===== src/rtl/rsa_stream_seq.sv =====
// Stream sequencer wrapping an RSA mod_exp core: accepts one word, restarts the core, waits for a fresh finish, returns the result.
// Optional macro RSA_SEQ_TIMEOUT_EN adds a sticky err_timeout port and a bounded RUN wait.
module rsa_stream_seq #(
   parameter int unsigned WIDTH   = 32,
   parameter int unsigned SETTLE  = 2,
   parameter int unsigned TIMEOUT = 65535
) (
   input  logic                 clk,
   input  logic                 reset,
   input  logic                 key_ready,
   input  logic                 in_valid,
   output logic                 in_ready,
   input  logic [WIDTH-1:0]     in_data,
   input  logic                 in_mode,
   output logic [WIDTH-1:0]     core_msg,
   output logic                 core_mode,
   output logic                 core_start,
   input  logic                 core_finish,
   input  logic [2*WIDTH-1:0]   core_result,
   output logic                 out_valid,
   input  logic                 out_ready,
   output logic [2*WIDTH-1:0]   out_data,
   output logic                 out_mode,
   output logic                 busy,
   output logic [15:0]          done_count
`ifdef RSA_SEQ_TIMEOUT_EN
   ,
   output logic                 err_timeout
`endif
);

   localparam int unsigned CNT_MAX   = (TIMEOUT > SETTLE) ? TIMEOUT : SETTLE;
   localparam int unsigned CNT_W     = $clog2(CNT_MAX + 2);
   localparam int unsigned LOAD_LAST = (SETTLE > 0) ? SETTLE - 1 : 0;
`ifdef RSA_SEQ_TIMEOUT_EN
   localparam int unsigned RUN_LAST  = (TIMEOUT > 0) ? TIMEOUT - 1 : 0;
`endif

   typedef enum logic [2:0] {
      S_IDLE,
      S_LOAD,
      S_START,
      S_ARM,
      S_RUN,
      S_DONE
   } state_t;

   state_t           state, state_d;
   logic [CNT_W-1:0] cnt, cnt_d;
   logic             accept, capture, retire, expire;

   // Accept gate is combinational so the first edge with key_ready high can accept.
   assign in_ready = reset && key_ready && (state == S_IDLE);

   // Next-state and per-transition strobes.
   always_comb begin
      state_d = state;
      cnt_d   = cnt;
      accept  = 1'b0;
      capture = 1'b0;
      retire  = 1'b0;
      expire  = 1'b0;
      case (state)
         S_IDLE: begin
            if (in_valid && in_ready) begin
               accept  = 1'b1;
               cnt_d   = '0;
               state_d = S_LOAD;
            end
         end
         S_LOAD: begin
            if (cnt == CNT_W'(LOAD_LAST)) begin
               cnt_d   = '0;
               state_d = S_START;
            end else begin
               cnt_d = cnt + CNT_W'(1);
            end
         end
         S_START: begin
            if (cnt == CNT_W'(1)) begin
               cnt_d   = '0;
               state_d = S_ARM;
            end else begin
               cnt_d = cnt + CNT_W'(1);
            end
         end
         // core_finish here may still be the previous operation's flag.
         S_ARM: begin
            cnt_d   = '0;
            state_d = S_RUN;
         end
         S_RUN: begin
            if (core_finish) begin
               capture = 1'b1;
               state_d = S_DONE;
            end
`ifdef RSA_SEQ_TIMEOUT_EN
            else if (cnt == CNT_W'(RUN_LAST)) begin
               expire  = 1'b1;
               state_d = S_IDLE;
            end else begin
               cnt_d = cnt + CNT_W'(1);
            end
`endif
         end
         S_DONE: begin
            if (out_ready) begin
               retire  = 1'b1;
               state_d = S_IDLE;
            end
         end
         default: state_d = S_IDLE;
      endcase
   end

   // State, datapath and registered outputs.
   always_ff @(posedge clk or negedge reset) begin
      if (!reset) begin
         state      <= S_IDLE;
         cnt        <= '0;
         core_msg   <= '0;
         core_mode  <= 1'b0;
         core_start <= 1'b0;
         out_valid  <= 1'b0;
         out_data   <= '0;
         out_mode   <= 1'b0;
         busy       <= 1'b0;
         done_count <= '0;
`ifdef RSA_SEQ_TIMEOUT_EN
         err_timeout <= 1'b0;
`endif
      end else begin
         state      <= state_d;
         cnt        <= cnt_d;
         core_start <= (state_d == S_START);
         out_valid  <= (state_d == S_DONE);
         busy       <= (state_d != S_IDLE);
         if (accept) begin
            core_msg  <= in_data;
            core_mode <= in_mode;
         end
         if (capture) begin
            out_data <= core_result;
            out_mode <= core_mode;
         end
         if (retire) begin
            done_count <= done_count + 16'd1;
         end
`ifdef RSA_SEQ_TIMEOUT_EN
         if (expire) begin
            err_timeout <= 1'b1;
         end
`endif
      end
   end

endmodule


===== config.mk =====
export PLATFORM = sky130hd
export DESIGN_NAME = rsa_stream_seq
export DESIGN_NICKNAME = d
export VERILOG_FILES = /design/src/rtl/rsa_stream_seq.sv
export SDC_FILE = /design/constraint.sdc
export NUM_CORES = 1
export LEC_CHECK = 0
export ABC_AREA = 1
export CORE_MARGIN = 2
export CORE_UTILIZATION = 48
export DETAILED_ROUTE_END_ITERATION = 10
export PLACE_DENSITY_LB_ADDON = 0.3
export SLEW_MARGIN = 5
export SYNTH_ARGS = -nofsm -noshare
export SYNTH_HDL_FRONTEND = slang
export SYNTH_SLANG_ARGS = --single-unit

===== constraint.sdc =====
create_clock -name clk -period 3.2 [get_ports clk]
set_clock_uncertainty 0.1 [all_clocks]
set_input_delay 0.64 -clock clk [delete_from_list [all_inputs] [get_ports clk]]
set_output_delay 0.64 -clock clk [all_outputs]
set_load 0.02 [all_outputs]

==> results of run 1 <==
-- kinds of logic (layout without fill, tap and decap cells) --
logic type / count (synthesis) / in the layout / synth area share (%)
buffers and inverters: 87 / 327 / 6.49
AO/OA/AOI/OAI: 51 / 51 / 4.49
multiplexers: 64 / 64 / 13.5
AND/OR/NAND/NOR: 254 / 254 / 17.7
XOR/XNOR: 8 / 8 / 1.15
flip-flops: 137 / 137 / 56.1
adder cells (fa/ha/maj): 3 / 3 / 0.615
other: 0 / 1 / 0
-- area by class of cell --
type / instances / area, µm²
flip-flops and latches: 137 / 3430
fillers: 893 / 3390
multi-input cells: 380 / 2290
repair buffers: 226 / 2260
clock buffers: 19 / 443
inverters: 71 / 267
clock inverters: 11 / 220
well taps: 172 / 215
diodes: 1 / 2.50
-- critical path: cells and delay by family, from the launching register on --
kind                   cells  cell delay (ns)
AND/OR/NAND/NOR            3             0.53
buffers and inverters      1             0.65
flip-flops                 1             0.47
-- through the flow --
stage	power (mW)	cells	cell area, µm²
after floorplan	5.03	604	6110
after global placement	6.74	986	8460
after detailed placement	6.88	986	8460
after CTS	9.13	1016	9130
after global routing	9.56	1017	9130
final	9.07	1017	9130
-- cell usage in the layout (no fill, tap or decap), types with 2 or more instances in the layout --
cell type	Yosys	final
sky130_fd_sc_hd__a21oi_1	5	5
sky130_fd_sc_hd__buf_4	0	5
sky130_fd_sc_hd__bufinv_16	0	6
sky130_fd_sc_hd__clkbuf_16	0	17
sky130_fd_sc_hd__clkdlybuf4s50_1	0	219
sky130_fd_sc_hd__clkinvlp_4	0	3
sky130_fd_sc_hd__dfrtp_1	137	137
sky130_fd_sc_hd__ha_1	3	3
sky130_fd_sc_hd__inv_1	70	70
sky130_fd_sc_hd__mux2_2	36	36
sky130_fd_sc_hd__mux2_4	27	27
sky130_fd_sc_hd__nand2_1	153	153
sky130_fd_sc_hd__nand3_1	31	31
sky130_fd_sc_hd__nand3b_1	2	2
sky130_fd_sc_hd__nand4_1	10	10
sky130_fd_sc_hd__nor2_1	46	46
sky130_fd_sc_hd__nor2_2	3	3
sky130_fd_sc_hd__nor3_1	3	3
sky130_fd_sc_hd__o21ai_0	14	14
sky130_fd_sc_hd__o21ai_1	28	28
sky130_fd_sc_hd__or2_2	2	2
sky130_fd_sc_hd__xnor2_1	5	5
sky130_fd_sc_hd__xor2_1	3	3
-- registers in the layout, summed over array words and instances, names as in the netlist --
register,flops
busy,1
core_msg,32
out_mode,1
core_mode,1
cnt,17
state,3
out_data,64
out_valid,1
core_start,1
done_count,16
-- power breakdown --
part	leakage [nW]	internal, mW	total [mW]	switching, mW
Sequential	1.75	2.47	2.98	0.512
Combinational	2.19	1.95	3.89	1.95
Clock	0.312	1.48	2.20	0.721
-- path summary, 6_finish.rpt --
kind	to	from	cells past startpoint
worst max-delay path	in_ready	state[0]	4
worst min-delay path	out_data[19]	reset	2
worst max register to register	core_msg[10]	state[0]	6
worst min register to register	done_count[6]	done_count[6]	1
max in group asynchronous	out_mode	reset	3
min in group clk	done_count[6]	done_count[6]	1
-- per-layer routing --
layer,share of wire (%),track usage [%]
met2,53,43.3
met1,39,27.2
met5,0,0
met4,2.1,9.80
met3,6.3,6.33
==> results.txt, run 1 <==
----------------------------------------------------
[Run status]
  Result of the run ... complete, no violations

[Critical path]
  Setup slack of the worst register-to-register path ... 1.16 ns
  Highest fanout seen on the critical path ... 6
  Ordered cell list for the critical path ... nor2_2 -> nand2_2 -> nor2_1 -> clkdlybuf4s50_1
  Arrival time of the worst setup path ... 2.05 ns
  Data required, critical path ... 2.46 ns
  Worst Setup Path Type ... reg2out
  Critical Path Sink Type ... primary output
  Critical Path Slowest Stage Cell ... sky130_fd_sc_hd__clkdlybuf4s50_1
  CP peak stage delay ... 0.65 ns
  Startpoint class of the critical path ... flop

[Synthesis]
  Synthesized netlist cell count ... 604
  Post-synth EDFFs ... 0
  Largest area contributor in the netlist ... sky130_fd_sc_hd__dfrtp_1
  Top cells by area, synth ... sky130_fd_sc_hd__dfrtp_1 (56%), sky130_fd_sc_hd__nand2_1 (9.4%), sky130_fd_sc_hd__mux2_2 (6.6%)
  Fraction of registers with async set/reset ... 100%
  #FFs+latches synth ... 137
  Post-synth cell types ... 30
  Most frequent cell after synthesis ... sky130_fd_sc_hd__nand2_1
  Post-synth top area share ... 56.1%
  Yosys warning count ... 0
  Top flip-flop cell by instance count after synthesis ... sky130_fd_sc_hd__dfrtp_1
  Mean instance size in the synthesized netlist ... 10.1 µm²
  Part of the Yosys area used for sequential elements ... 56.1%
  Net Count, Synth ... 710
  Cell area after technology mapping ... 0.00611 mm²
  Synth cell count leaders ... sky130_fd_sc_hd__nand2_1 (153), sky130_fd_sc_hd__dfrtp_1 (137), sky130_fd_sc_hd__inv_1 (70), sky130_fd_sc_hd__nor2_1 (46), sky130_fd_sc_hd__mux2_2 (36)

[Clock network]
  Number of buffers inserted during clock tree synthesis ... 17
  CTS hold repair buffers ... 0
  Number of clock sinks ... 137
  TritonCTS clock tree ... done
  Cell at the root of the clock tree ... sky130_fd_sc_hd__clkbuf_16
  Maximum buffer depth of the clock tree ... 2
  Clock network latency to the later pin of the worst-skew pair ... 0.41 ns
  Post-CTS setup repair buffer count ... 0
  H-tree level count ... 4
  Post-CTS resize count ... 0
  Clock-pin slew on the worst setup and hold paths ... 0.06 ns

[Pwr]
  Total power density per cell area ... 994 mW/mm²
  Leak Pwr ... 4.26 nW
  Maximum vdd ir drop ... 0.000496 V

[Timing]
  Tightest slew margin relative to the limit ... 40.3%
  Worst Hold Slack ... 0.340 ns
  Slew of the pin with the lowest slew margin ... 0.895 ns
  Number of setup violations in the final report ... 0
  Number of pins with negative max-slew slack in the final report ... 0
  Setup TNS after final layout ... 0 ns
  Hold Violations, Final ... 0
  Minimum clock period after layout ... 2.79 ns
  Share of the clock period used by the worst path ... 87.2%
  Worst path setup slack after routing ... 0.409 ns
  Setup repair after global routing missed its margin ... false
  Maximum clock rate ... 358 MHz

[Detailed routing]
  Number of iterations in the first detailed-routing pass ... 4
  Number of vias in the routed layout ... 5,013
  Post-detailed-routing wire length ... 16,200 µm
  Total DRC errors in the routed layout ... 0
  DRC marker count from the first detailed-route iteration ... 307
  Remaining antenna violation count ... 0
  Routed vias/inst ... 4.93
  Routed wire length per instance ... 15.9 µm

[Global routing]
  Number of global-route vias before repair ... 5,121
  First-pass GRT wire length ... 25,300 µm
  Gr ovfl total ... 0
  Total Routing Usage GR ... 24.1%
  Initial antenna violation count ... 1
  Largest net degree at the start of global routing ... 73

[Place]
  Detailed placement HPWL ... 11,600 µm
  Quantity of I/O buffers inserted on ports ... 220
  Final weighted congestion in routability-driven placement ... 0.883
  Pre-CTS setup slack ... 0.465 ns

[Finish]
  Final design utilization ... 72.9%
  Number of nets in the finished design ... 939
  Share of final-layout standard cells stronger than drive strength 1 ... 13.0%
  Area growth syn-to-layout ... 49.4%

[Die]
  Floorplan die area ... 0.0136 mm²
  Number of placed I/O pins ... 221
  Area of the core ... 0.0125 mm²
  Starting utilization of the core area ... 48.8%
  Height of the die ... 117 µm
  Horizontal die dimension ... 117 µm
  Number of placement rows ... 41

[Run]
  Count of maximum capacitance violations ... 0

[Worst hold path]
  Worst hold-check path type ... in2async

----------------------------------------------------
Power figures use the tool's default switching activity.
==> run 2: changes to the inputs <==
- CTS_BUF_LIST: default -> sky130_fd_sc_hd__clkbuf_4 sky130_fd_sc_hd__clkbuf_8 sky130_fd_sc_hd__clkbuf_16
==> run 2 against run 1 <==
Effect of this change: clock-buffer cell count stayed put; final cell count stayed put; global-route usage grew 0.12 points; power is essentially flat; critical path depth unchanged; non-clock buffer count is the same; fmax grew 0.35%; sequential share of layout area about the same; core utilization is essentially flat; via count up 0.92%; critical path type unchanged; largest cell class unchanged.
==> results.txt, run 2 (same netlist as run 1, synthesis figures left out) <==
----------------------------------------------------
[Critical path]
  Critical Path Slowest Stage Cell ... sky130_fd_sc_hd__clkdlybuf4s50_1 (unchanged)
  Ordered cell list for the critical path ... nor2_2 -> nand2_2 -> nor2_1 -> clkdlybuf4s50_1 (unchanged)
  Worst Setup Path Type ... reg2out (unchanged)
  Family of cells with the greatest summed delay on the critical path ... buffers and inverters (unchanged)
  CP peak stage delay ... 0.65 ns (about the same)
  Launching instance or port of the critical path ... state[0] (unchanged)
  Arrival time of the worst setup path ... 2.04 ns (was 2.05 ns)
  Data required, critical path ... 2.46 ns (about the same)
  Crit path buffers/inverters ... 1 (unchanged)
  Highest fanout seen on the critical path ... 6 (unchanged)
  Critical R2R Launch ... state[0] (unchanged)
  Critical Path Sink Type ... primary output (unchanged)
  Startpoint class of the critical path ... flop (unchanged)

[Die]
  Starting utilization of the core area ... 48.8% (unchanged)
  Floorplan die area ... 0.0136 mm² (unchanged)
  Number of placement rows ... 41 (unchanged)
  Area of the core ... 0.0125 mm² (unchanged)
  Height of the die ... 117 µm (unchanged)
  Horizontal die dimension ... 117 µm (unchanged)
  Number of placed I/O pins ... 221 (unchanged)

[Timing]
  Setup repair after global routing missed its margin ... false (unchanged)
  Minimum clock period after layout ... 2.78 ns (was 2.79 ns)
  Hold Violations, Final ... 0 (unchanged)
  Slew of the pin with the lowest slew margin ... 0.896 ns (was 0.895 ns)
  Setup TNS after final layout ... 0 ns (unchanged)
  Tightest slew margin relative to the limit ... 40.3% (about the same)
  Number of pins with negative max-slew slack in the final report ... 0 (unchanged)
  Number of setup violations in the final report ... 0 (unchanged)
  Maximum clock rate ... 360 MHz (was 358 MHz)
  Share of the clock period used by the worst path ... 86.9% (was 87.2%)
  Worst Hold Slack ... 0.355 ns (was 0.340 ns)

[Place]
  Final weighted congestion in routability-driven placement ... 0.883 (unchanged)
  Placement Cell Area ... 0.00846 mm² (unchanged)
  Detailed placement HPWL ... 11,600 µm (unchanged)
  Quantity of I/O buffers inserted on ports ... 220 (unchanged)
  Placed cell count ... 986 (unchanged)

[Finish]
  Leading cell types in the layout, fill and taps excluded ... sky130_fd_sc_hd__clkdlybuf4s50_1 (219), sky130_fd_sc_hd__nand2_1 (153), sky130_fd_sc_hd__dfrtp_1 (137) (unchanged)
  Largest reg by FF count ... out_data (unchanged)
  Share of final-layout standard cells stronger than drive strength 1 ... 13.2% (was 13.0%)
  Area of combinational cells with multiple inputs ... 0.00229 mm² (unchanged)
  Leading cell type in the layout, fill and taps excluded ... sky130_fd_sc_hd__clkdlybuf4s50_1 (unchanged)
  Largest registers ranked by flip-flop count ... out_data: 64 flops, core_msg: 32 flops, cnt: 17 flops (unchanged)
  Post-route cell area ... 0.00913 mm² (about the same)
  Number of nets in the finished design ... 939 (unchanged)
  Max reg flops ... 64 (unchanged)
  Sequential cell area ... 0.00343 mm² (unchanged)
  Area growth syn-to-layout ... 49.5% (was 49.4%)
  Final instance count without filler cells ... 1,017 (unchanged)
  Filler cell count in the final layout ... 887 (was 893)

[Clock network]
  TritonCTS clock tree ... done (unchanged)
  CTS hold repair buffers ... 0 (unchanged)
  Clock-pin slew on the worst setup and hold paths ... 0.06 ns (about the same)
  Number of clock sinks ... 137 (unchanged)
  Cell at the root of the clock tree ... sky130_fd_sc_hd__clkbuf_16 (unchanged)
  Post-CTS resize count ... 0 (unchanged)
  Number of buffers inserted during clock tree synthesis ... 17 (unchanged)
  Maximum buffer depth of the clock tree ... 2 (unchanged)
  Clock network latency to the later pin of the worst-skew pair ... 0.41 ns (about the same)
  H-tree level count ... 4 (unchanged)
  Post-CTS setup repair buffer count ... 0 (unchanged)

[Global routing]
  Largest net degree at the start of global routing ... 73 (unchanged)
  Number of global-route vias before repair ... 5,142 (was 5,121)
  First-pass GRT wire length ... 25,500 µm (was 25,300 µm)
  Initial antenna violation count ... 1 (unchanged)
  Gr ovfl total ... 0 (unchanged)
  Total Routing Usage GR ... 24.2% (was 24.1%)

[Detailed routing]
  Remaining antenna violation count ... 0 (unchanged)
  Total DRC errors in the routed layout ... 0 (unchanged)
  DRC marker count from the first detailed-route iteration ... 315 (was 307)
  Post-detailed-routing wire length ... 16,200 µm (about the same)
  Number of vias in the routed layout ... 5,059 (was 5,013)
  Routed wire length per instance ... 16.0 µm (was 15.9 µm)
  Routed vias/inst ... 4.97 (was 4.93)
  Number of iterations in the first detailed-routing pass ... 5 (was 4)

[Pwr]
  Maximum vdd ir drop ... 0.000496 V (about the same)
  Total power density per cell area ... 994 mW/mm² (about the same)
  Leak Pwr ... 4.26 nW (about the same)

[Worst hold path]
  Worst hold-check path type ... in2async (unchanged)

[Run status]
  Result of the run ... complete, no violations (unchanged)

[Run]
  Count of maximum capacitance violations ... 0 (unchanged)

----------------------------------------------------
[run 2: cell counts in the layout (fill, tap and decap cells not counted)]
No cell type changed its count.
[run 2: layout make-up]
cell class,count,area share [%]
sequential,137,37.5
multi-input combinational,380,25.1
timing repair buffer,226,24.8
clock buffer,19,4.89
inverter,71,2.92
clock inverter,11,2.41
tap,172,2.36
antenna,1,0.0274
[run 2: path summary, 6_finish.rpt]
| kind | to | slack (ns) | depth (start not counted) |
|---|---|---|---|
| max in group asynchronous | out_mode | 1.27 | 3 |
| worst min register to register | done_count[6] | 0.40 | 1 |
| worst max-delay path | in_ready | 0.42 | 4 |
| min in group clk | done_count[6] | 0.40 | 1 |
| worst min-delay path | out_data[19] | 0.36 | 2 |
| worst max register to register | core_msg[10] | 1.16 | 6 |
[run 2: worst reg2reg max path: cells and delay by family, from the launching register on]
family / cells / cell delay [ns]
AO/OA/AOI/OAI: 1 / 0.12
flip-flops: 1 / 0.47
AND/OR/NAND/NOR: 4 / 0.83
buffers and inverters: 1 / 0.43
[run 2: layer usage]
layer | GRT usage [%] | share of wire [%] | vias to the layer above
li1 | - | - | 2403
met1 | 27.5 | 39 | 2424
met2 | 43.1 | 52 | 201
met3 | 5.77 | 6.6 | 31
met4 | 11.2 | 2.5 | 0
met5 | 0 | 0 | -
[run 2: power breakdown]
part | switching, mW | leakage [nW] | internal, mW | total, mW
Clock | 0.716 | 0.315 | 1.49 | 2.20
Combinational | 1.95 | 2.19 | 1.95 | 3.90
Sequential | 0.511 | 1.75 | 2.47 | 2.98
Total | 3.18 | 4.26 | 5.90 | 9.07
[run 2: through the flow]
step                setup slack (ns)  util [%]  power, mW
floorplan                       1.42         -       5.03
CTS                            0.406      72.9       9.14
detailed placement             0.465      67.6       6.88
finish                         0.419      73.0       9.07
global placement               0.466      67.6       6.74
global route                   0.302      73.0       9.57
